==> config.mk <==
export PLATFORM = sky130hd
export DESIGN_NAME = ld_align_unit
export DESIGN_NICKNAME = d
export VERILOG_FILES = /design/src/rtl/ld_pkg.sv /design/src/rtl/ld_extract.sv /design/src/rtl/ld_align_unit.sv
export SDC_FILE = /design/constraint.sdc
export NUM_CORES = 1
export LEC_CHECK = 0
export ABC_CLOCK_PERIOD_IN_PS = 2700
export CAP_MARGIN = 20
export CORE_MARGIN = 2
export CORE_UTILIZATION = 35
export DETAILED_ROUTE_END_ITERATION = 8
export PLACE_DENSITY = 0.72
export SYNTH_ARGS = -nofsm -noshare
export SYNTH_HDL_FRONTEND = slang
export SYNTH_SLANG_ARGS = --single-unit
==> constraint.sdc <==
create_clock -name clk -period 2.7 [get_ports clk]
set_input_delay 0.54 -clock clk [delete_from_list [all_inputs] [get_ports clk]]
set_output_delay 0.54 -clock clk [all_outputs]
set_load 0.05 [all_outputs]
==> src/rtl/ld_pkg.sv <==
// Shared definitions for the load-return alignment path: func3 encodings,
// the FSM state type and small helpers that decode access size and signedness.
package ld_pkg;

  localparam logic [2:0] F3_LB  = 3'b000;
  localparam logic [2:0] F3_LH  = 3'b001;
  localparam logic [2:0] F3_LW  = 3'b010;
  localparam logic [2:0] F3_LD  = 3'b011;
  localparam logic [2:0] F3_LBU = 3'b100;
  localparam logic [2:0] F3_LHU = 3'b101;
  localparam logic [2:0] F3_LWU = 3'b110;

  typedef enum logic [2:0] {
    ST_IDLE,
    ST_REQ0,
    ST_WAIT0,
    ST_REQ1,
    ST_WAIT1,
    ST_RESP
  } ld_state_e;

  // Access size in bytes; 0 for the never-legal encoding 111.
  function automatic logic [3:0] ld_size(input logic [2:0] func3);
    case (func3)
      F3_LB, F3_LBU: return 4'd1;
      F3_LH, F3_LHU: return 4'd2;
      F3_LW, F3_LWU: return 4'd4;
      F3_LD:         return 4'd8;
      default:       return 4'd0;
    endcase
  endfunction

  // Loads whose result is sign-extended to the register width.
  function automatic logic ld_signed(input logic [2:0] func3);
    return (func3 == F3_LB) || (func3 == F3_LH) || (func3 == F3_LW);
  endfunction

endpackage

==> src/rtl/ld_extract.sv <==
// Byte-aligns the concatenated memory beats and sign/zero-extends the
// selected bytes to the register width. Purely combinational.
module ld_extract
  import ld_pkg::*;
#(
  parameter  int XLEN  = 32,
  localparam int BYTES = XLEN / 8,
  localparam int OFF_W = $clog2(BYTES)
) (
  input  logic [XLEN-1:0]  beat0,
  input  logic [XLEN-1:0]  beat1,
  input  logic [OFF_W-1:0] offset,
  input  logic [2:0]       func3,
  output logic [XLEN-1:0]  data
);

  logic [XLEN-1:0] shifted;
  logic            sgn;

  assign shifted = XLEN'({beat1, beat0} >> {offset, 3'b000});
  assign sgn     = ld_signed(func3);

  // Keep the low size bytes of the shifted window and extend them.
  always_comb begin
    data = '0;
    case (ld_size(func3))
      4'd1: begin
        if (sgn) data = XLEN'($signed(shifted[7:0]));
        else     data = XLEN'(shifted[7:0]);
      end
      4'd2: begin
        if (sgn) data = XLEN'($signed(shifted[15:0]));
        else     data = XLEN'(shifted[15:0]);
      end
      4'd4: begin
        if (sgn) data = XLEN'($signed(shifted[31:0]));
        else     data = XLEN'(shifted[31:0]);
      end
      4'd8:    data = shifted;
      default: data = '0;
    endcase
  end

endmodule

==> src/rtl/ld_align_unit.sv <==
// Load-return path: takes one load request, issues one or two word-aligned
// memory reads, merges and formats the data and hands it to writeback.
// Build option LD_MISALIGN_SPLIT_EN: when defined, loads crossing a word
// boundary are split into two reads; otherwise they return a fault.
module ld_align_unit
  import ld_pkg::*;
#(
  parameter  int XLEN  = 32,
  localparam int BYTES = XLEN / 8,
  localparam int OFF_W = $clog2(BYTES)
) (
  input  logic            clk,
  input  logic            rst_n,
  input  logic            req_valid,
  output logic            req_ready,
  input  logic [2:0]      req_func3,
  input  logic [XLEN-1:0] req_addr,
  input  logic [4:0]      req_rd,
  output logic            mem_req_valid,
  input  logic            mem_req_ready,
  output logic [XLEN-1:0] mem_req_addr,
  input  logic            mem_rsp_valid,
  input  logic [XLEN-1:0] mem_rsp_data,
  output logic            wb_valid,
  input  logic            wb_ready,
  output logic [XLEN-1:0] wb_data,
  output logic [4:0]      wb_rd,
  output logic            wb_fault
);

  ld_state_e        state_q, state_d;
  logic [2:0]       func3_q, func3_d;
  logic [OFF_W-1:0] off_q, off_d;
  logic [XLEN-1:0]  waddr_q, waddr_d;
  logic [4:0]       rd_q, rd_d;
  logic [XLEN-1:0]  beat0_q, beat0_d;
  logic             fault_q, fault_d;
  logic [XLEN-1:0]  beat1;
  logic [XLEN-1:0]  ext_data;
  logic             illegal;
  logic             crossing;
`ifdef LD_MISALIGN_SPLIT_EN
  logic [XLEN-1:0]  beat1_q, beat1_d;
  assign beat1 = beat1_q;
`else
  assign beat1 = '0;
`endif

  // Decode of the incoming request, used only when it is accepted.
  assign illegal  = (req_func3 == 3'b111) ||
                    ((XLEN == 32) && ((req_func3 == F3_LD) || (req_func3 == F3_LWU)));
  assign crossing = (int'(req_addr[OFF_W-1:0]) + int'(ld_size(req_func3))) > BYTES;

  ld_extract #(.XLEN(XLEN)) u_extract (
    .beat0  (beat0_q),
    .beat1  (beat1),
    .offset (off_q),
    .func3  (func3_q),
    .data   (ext_data)
  );

  // State register plus captured request fields and memory beats.
  always_ff @(posedge clk or negedge rst_n) begin
    if (!rst_n) begin
      state_q <= ST_IDLE;
      func3_q <= '0;
      off_q   <= '0;
      waddr_q <= '0;
      rd_q    <= '0;
      beat0_q <= '0;
      fault_q <= 1'b0;
`ifdef LD_MISALIGN_SPLIT_EN
      beat1_q <= '0;
`endif
    end else begin
      state_q <= state_d;
      func3_q <= func3_d;
      off_q   <= off_d;
      waddr_q <= waddr_d;
      rd_q    <= rd_d;
      beat0_q <= beat0_d;
      fault_q <= fault_d;
`ifdef LD_MISALIGN_SPLIT_EN
      beat1_q <= beat1_d;
`endif
    end
  end

  // Next-state logic: sequence the reads and decide the response kind.
  always_comb begin
    state_d = state_q;
    func3_d = func3_q;
    off_d   = off_q;
    waddr_d = waddr_q;
    rd_d    = rd_q;
    beat0_d = beat0_q;
    fault_d = fault_q;
`ifdef LD_MISALIGN_SPLIT_EN
    beat1_d = beat1_q;
`endif
    case (state_q)
      ST_IDLE: begin
        if (req_valid) begin
          func3_d = req_func3;
          off_d   = req_addr[OFF_W-1:0];
          waddr_d = {req_addr[XLEN-1:OFF_W], {OFF_W{1'b0}}};
          rd_d    = req_rd;
          beat0_d = '0;
          fault_d = 1'b0;
`ifdef LD_MISALIGN_SPLIT_EN
          beat1_d = '0;
`endif
          if (illegal) begin
            state_d = ST_RESP;
          end else if (crossing) begin
`ifdef LD_MISALIGN_SPLIT_EN
            state_d = ST_REQ0;
`else
            fault_d = 1'b1;
            state_d = ST_RESP;
`endif
          end else begin
            state_d = ST_REQ0;
          end
        end
      end
      ST_REQ0: begin
        if (mem_req_ready) state_d = ST_WAIT0;
      end
      ST_WAIT0: begin
        if (mem_rsp_valid) begin
          beat0_d = mem_rsp_data;
`ifdef LD_MISALIGN_SPLIT_EN
          if ((int'(off_q) + int'(ld_size(func3_q))) > BYTES) state_d = ST_REQ1;
          else                                                 state_d = ST_RESP;
`else
          state_d = ST_RESP;
`endif
        end
      end
`ifdef LD_MISALIGN_SPLIT_EN
      ST_REQ1: begin
        if (mem_req_ready) state_d = ST_WAIT1;
      end
      ST_WAIT1: begin
        if (mem_rsp_valid) begin
          beat1_d = mem_rsp_data;
          state_d = ST_RESP;
        end
      end
`endif
      ST_RESP: begin
        if (wb_ready) state_d = ST_IDLE;
      end
      default: state_d = ST_IDLE;
    endcase
  end

  // Outputs are decoded from registered state so they hold under backpressure.
  always_comb begin
    req_ready     = (state_q == ST_IDLE);
    mem_req_valid = 1'b0;
    mem_req_addr  = '0;
    wb_valid      = 1'b0;
    wb_data       = '0;
    wb_rd         = '0;
    wb_fault      = 1'b0;
    case (state_q)
      ST_REQ0: begin
        mem_req_valid = 1'b1;
        mem_req_addr  = waddr_q;
      end
`ifdef LD_MISALIGN_SPLIT_EN
      ST_REQ1: begin
        mem_req_valid = 1'b1;
        mem_req_addr  = waddr_q + XLEN'(BYTES);
      end
`endif
      ST_RESP: begin
        wb_valid = 1'b1;
        wb_data  = ext_data;
        wb_rd    = rd_q;
        wb_fault = fault_q;
      end
      default: ;
    endcase
  end

endmodule

==> impl_metrics.py <==
metrics = {
    "clock_tree": {
        "cts.sinks": 76,
        "clk_latency_ps": 330,
        "root_buffer": "clkbuf_16",
        "clk_pin_slew_ps": 60,
        "cts_tree": "done",
        "cts_max_level": 3,
        "cts_buffers": 9,
        "clock_path_buffers": 2,
        "cts_hold_buf": 0,
    },
    "global_routing": {
        "grt_max_degree": 77,
        "overflow": 0,
        "grt.total_usage_pct": 19.0,
        "grt_pass1_vias": 3760,
        "grt_pass1_wl_um": 19200,
        "antenna_found_initial": 0,
    },
    "floorplanning": {
        "die_w_um": 113,
        "initial_core_util_pct": 35.9,
        "core_area_um2": 11500,
        "num_io_pins": 151,
        "rows": 39,
        "die_h_um": 113,
        "fp.dieArea_um2": 12700,
    },
    "drt": {
        "drt_iter0_drc": 205,
        "vias": 3636,
        "antenna_left": 0,
        "drc_errors": 0,
        "firstDrtPassIters": 4,
        "vias_per_cell": 5.06,
        "wl_um": 11900,
        "wl_per_cell_um": 16.5,
    },
    "synth": {
        "synth_seq_cells": 76,
        "async_flop_share_pct": 100,
        "synth-main-ff-cell": "dfrtp_1",
        "ys_types": 39,
        "synth_area_um2": 4120,
        "yosys_warnings": 0,
        "synth_edf_count": 0,
        "synth.avg_cell_area_um2": 9.69,
        "netlist_instances": 425,
        "ys_seq_area_share_pct": 46.2,
    },
    "cells_and_area": {
        "final_cell_mix": "nand2_1, clkdlybuf4s50_1, dfrtp_1",
        "layout.cells.most_common": "nand2_1",
        "layout.cells.non_filler": 718,
        "fillers": 937,
        "fin_nets": 651,
        "drive_gt1_share_pct": 29.2,
        "area_growth_pct": 65.3,
        "n_antenna_cell": 0,
    },
    "power_and_ir_drop": {
        "power_w": 0.00714,
        "vdd_ir_drop_max_mv": 0.575,
        "power_leakage_nw": 2.81,
        "power_density_nw_per_um2": 1050,
    },
    "critical_path": {
        "crit_chain": "mux2i_2 > mux2_4 > or4_4 > a21oi_2 > buf_12",
        "start_kind": "flip-flop",
        "crit_buf_inv": 1,
        "critPathCaptureType": "output pin",
        "worst-path-max-fanout": 8,
        "slowest_stage": "or4_4",
        "startpoint": "off_q[0]",
        "cp.arrival_ps": 2170,
        "critPathKind": "reg -> out",
        "r2r-start": "state_q[2]",
        "crit_family": "simple AND/OR/NAND/NOR gates",
        "worstPathRequired_ps": 2160,
        "critPathMaxStageDelay_ps": 560,
    },
    "sta": {
        "min_period_ps": 2710,
        "slew_headroom_pct": 64.6,
        "clock_skew_ps": 9.01,
        "setup-tns-final_ps": -10.8,
        "hold_viol": 0,
        "tightest_slew_ps": 529,
        "drv_slew": 0,
        "rsz0062_at_grt": "yes",
        "period_share_pct": 100,
        "setup_slack_ps": -10.8,
        "max_freq_mhz": 369,
        "setup_viol": 1,
    },
    "flow_run": {
        "max_cap_violations": 0,
    },
    "status": {
        "violations": "negative setup slack",
        "status": "complete, but fails checks",
    },
    "place": {
        "post-dp-hpwl_um": 8860,
        "place_congestion": 0.897,
        "io_buffer_count": 148,
        "place_inst": 701,
    },
    "hold_path": {
        "hold_class": "in -> async",
    },
}
## stage by stage
stage	worst slack, ps	hold WS [ps]	utilization (%)	area, um2
after floorplan	-241	244	-	4130
after global placement	307	457	55.8	6390
after detailed placement	181	469	55.8	6390
after CTS	8.71	415	58.4	6690
after global routing	-78.0	17.4	59.4	6810
final	-10.8	23.3	59.4	6810
## where the power goes
group          total [W]  internal (W)  switching, W  leakage, nW
Combinational    0.00395       0.00181       0.00215         1.70
Clock            0.00119      0.000740      0.000454        0.147
Sequential       0.00199       0.00163      0.000362        0.962
## state kept, by name, summed over array words and instances (netlist names)
name and count:
beat0_q 32, fault_q 1, func3_q 3, off_q 2, rd_q 5, state_q 3
waddr_q 30
## cell usage after synthesis (5+ instances only)
cell type / n / area (um2)
nand2_1: 85 / 319
dfrtp_1: 76 / 1900
o21ai_0: 45 / 225
and2_1: 42 / 263
mux2_2: 42 / 473
mux2i_1: 19 / 190
clkbuf_1: 17 / 63.8
a211oi_1: 15 / 113
nor2_1: 11 / 41.3
buf_2: 9 / 45.0
nor2b_1: 9 / 56.3
a21oi_2: 8 / 70.1
inv_1: 5 / 18.8
## worst paths after layout
check,slack (ps),endpoint,cells after the start
worst max-delay path,-10,wb_data[10],5
worst max register to register,870,waddr_q[5],4
worst min-delay path,20,beat0_q[27],1
worst min register to register,480,beat0_q[3],2
max in group asynchronous,2100,state_q[0],2
min in group clk,480,beat0_q[3],2
## per-layer routing
metal  wire [um]  GRT usage (%)
met1        4990           23.7
met2        5840           31.2
met3         738           5.13
met4         290           7.80
met5           0              0
## layout make-up
class,count,area [um2],share of cell area (%)
timing repair buffer,163,2240,32.9
multi-input combinational,314,2170,31.8
sequential,76,1900,27.9
clock buffer,12,246,3.62
tap,143,179,2.63
clock inverter,4,48.8,0.717
inverter,6,22.5,0.331
## what timing repair did
item | in CTS | in global routing
buffers inserted | 0 | 0
setup endpoints to repair | 8 | 30
pin swaps | 0 | 1
gates resized for setup | 1 | 18
## kinds of logic (layout without fill, tap and decap cells)
logic type | count (synthesis) | count (layout) | synth area share, %
DFF | 76 | 76 | 46.2
xor gates and xnor gates | 1 | 1 | 0.213
and+or+nand+nor | 163 | 163 | 19.8
buffers and inverters | 36 | 185 | 4.10
adders and majority gates | 3 | 3 | 1.09
other | 1 | 2 | 0.0910
muxes | 61 | 61 | 16.1
AOI/OAI and AO/OA | 84 | 84 | 12.5
(Power assumes the default switching activity.)
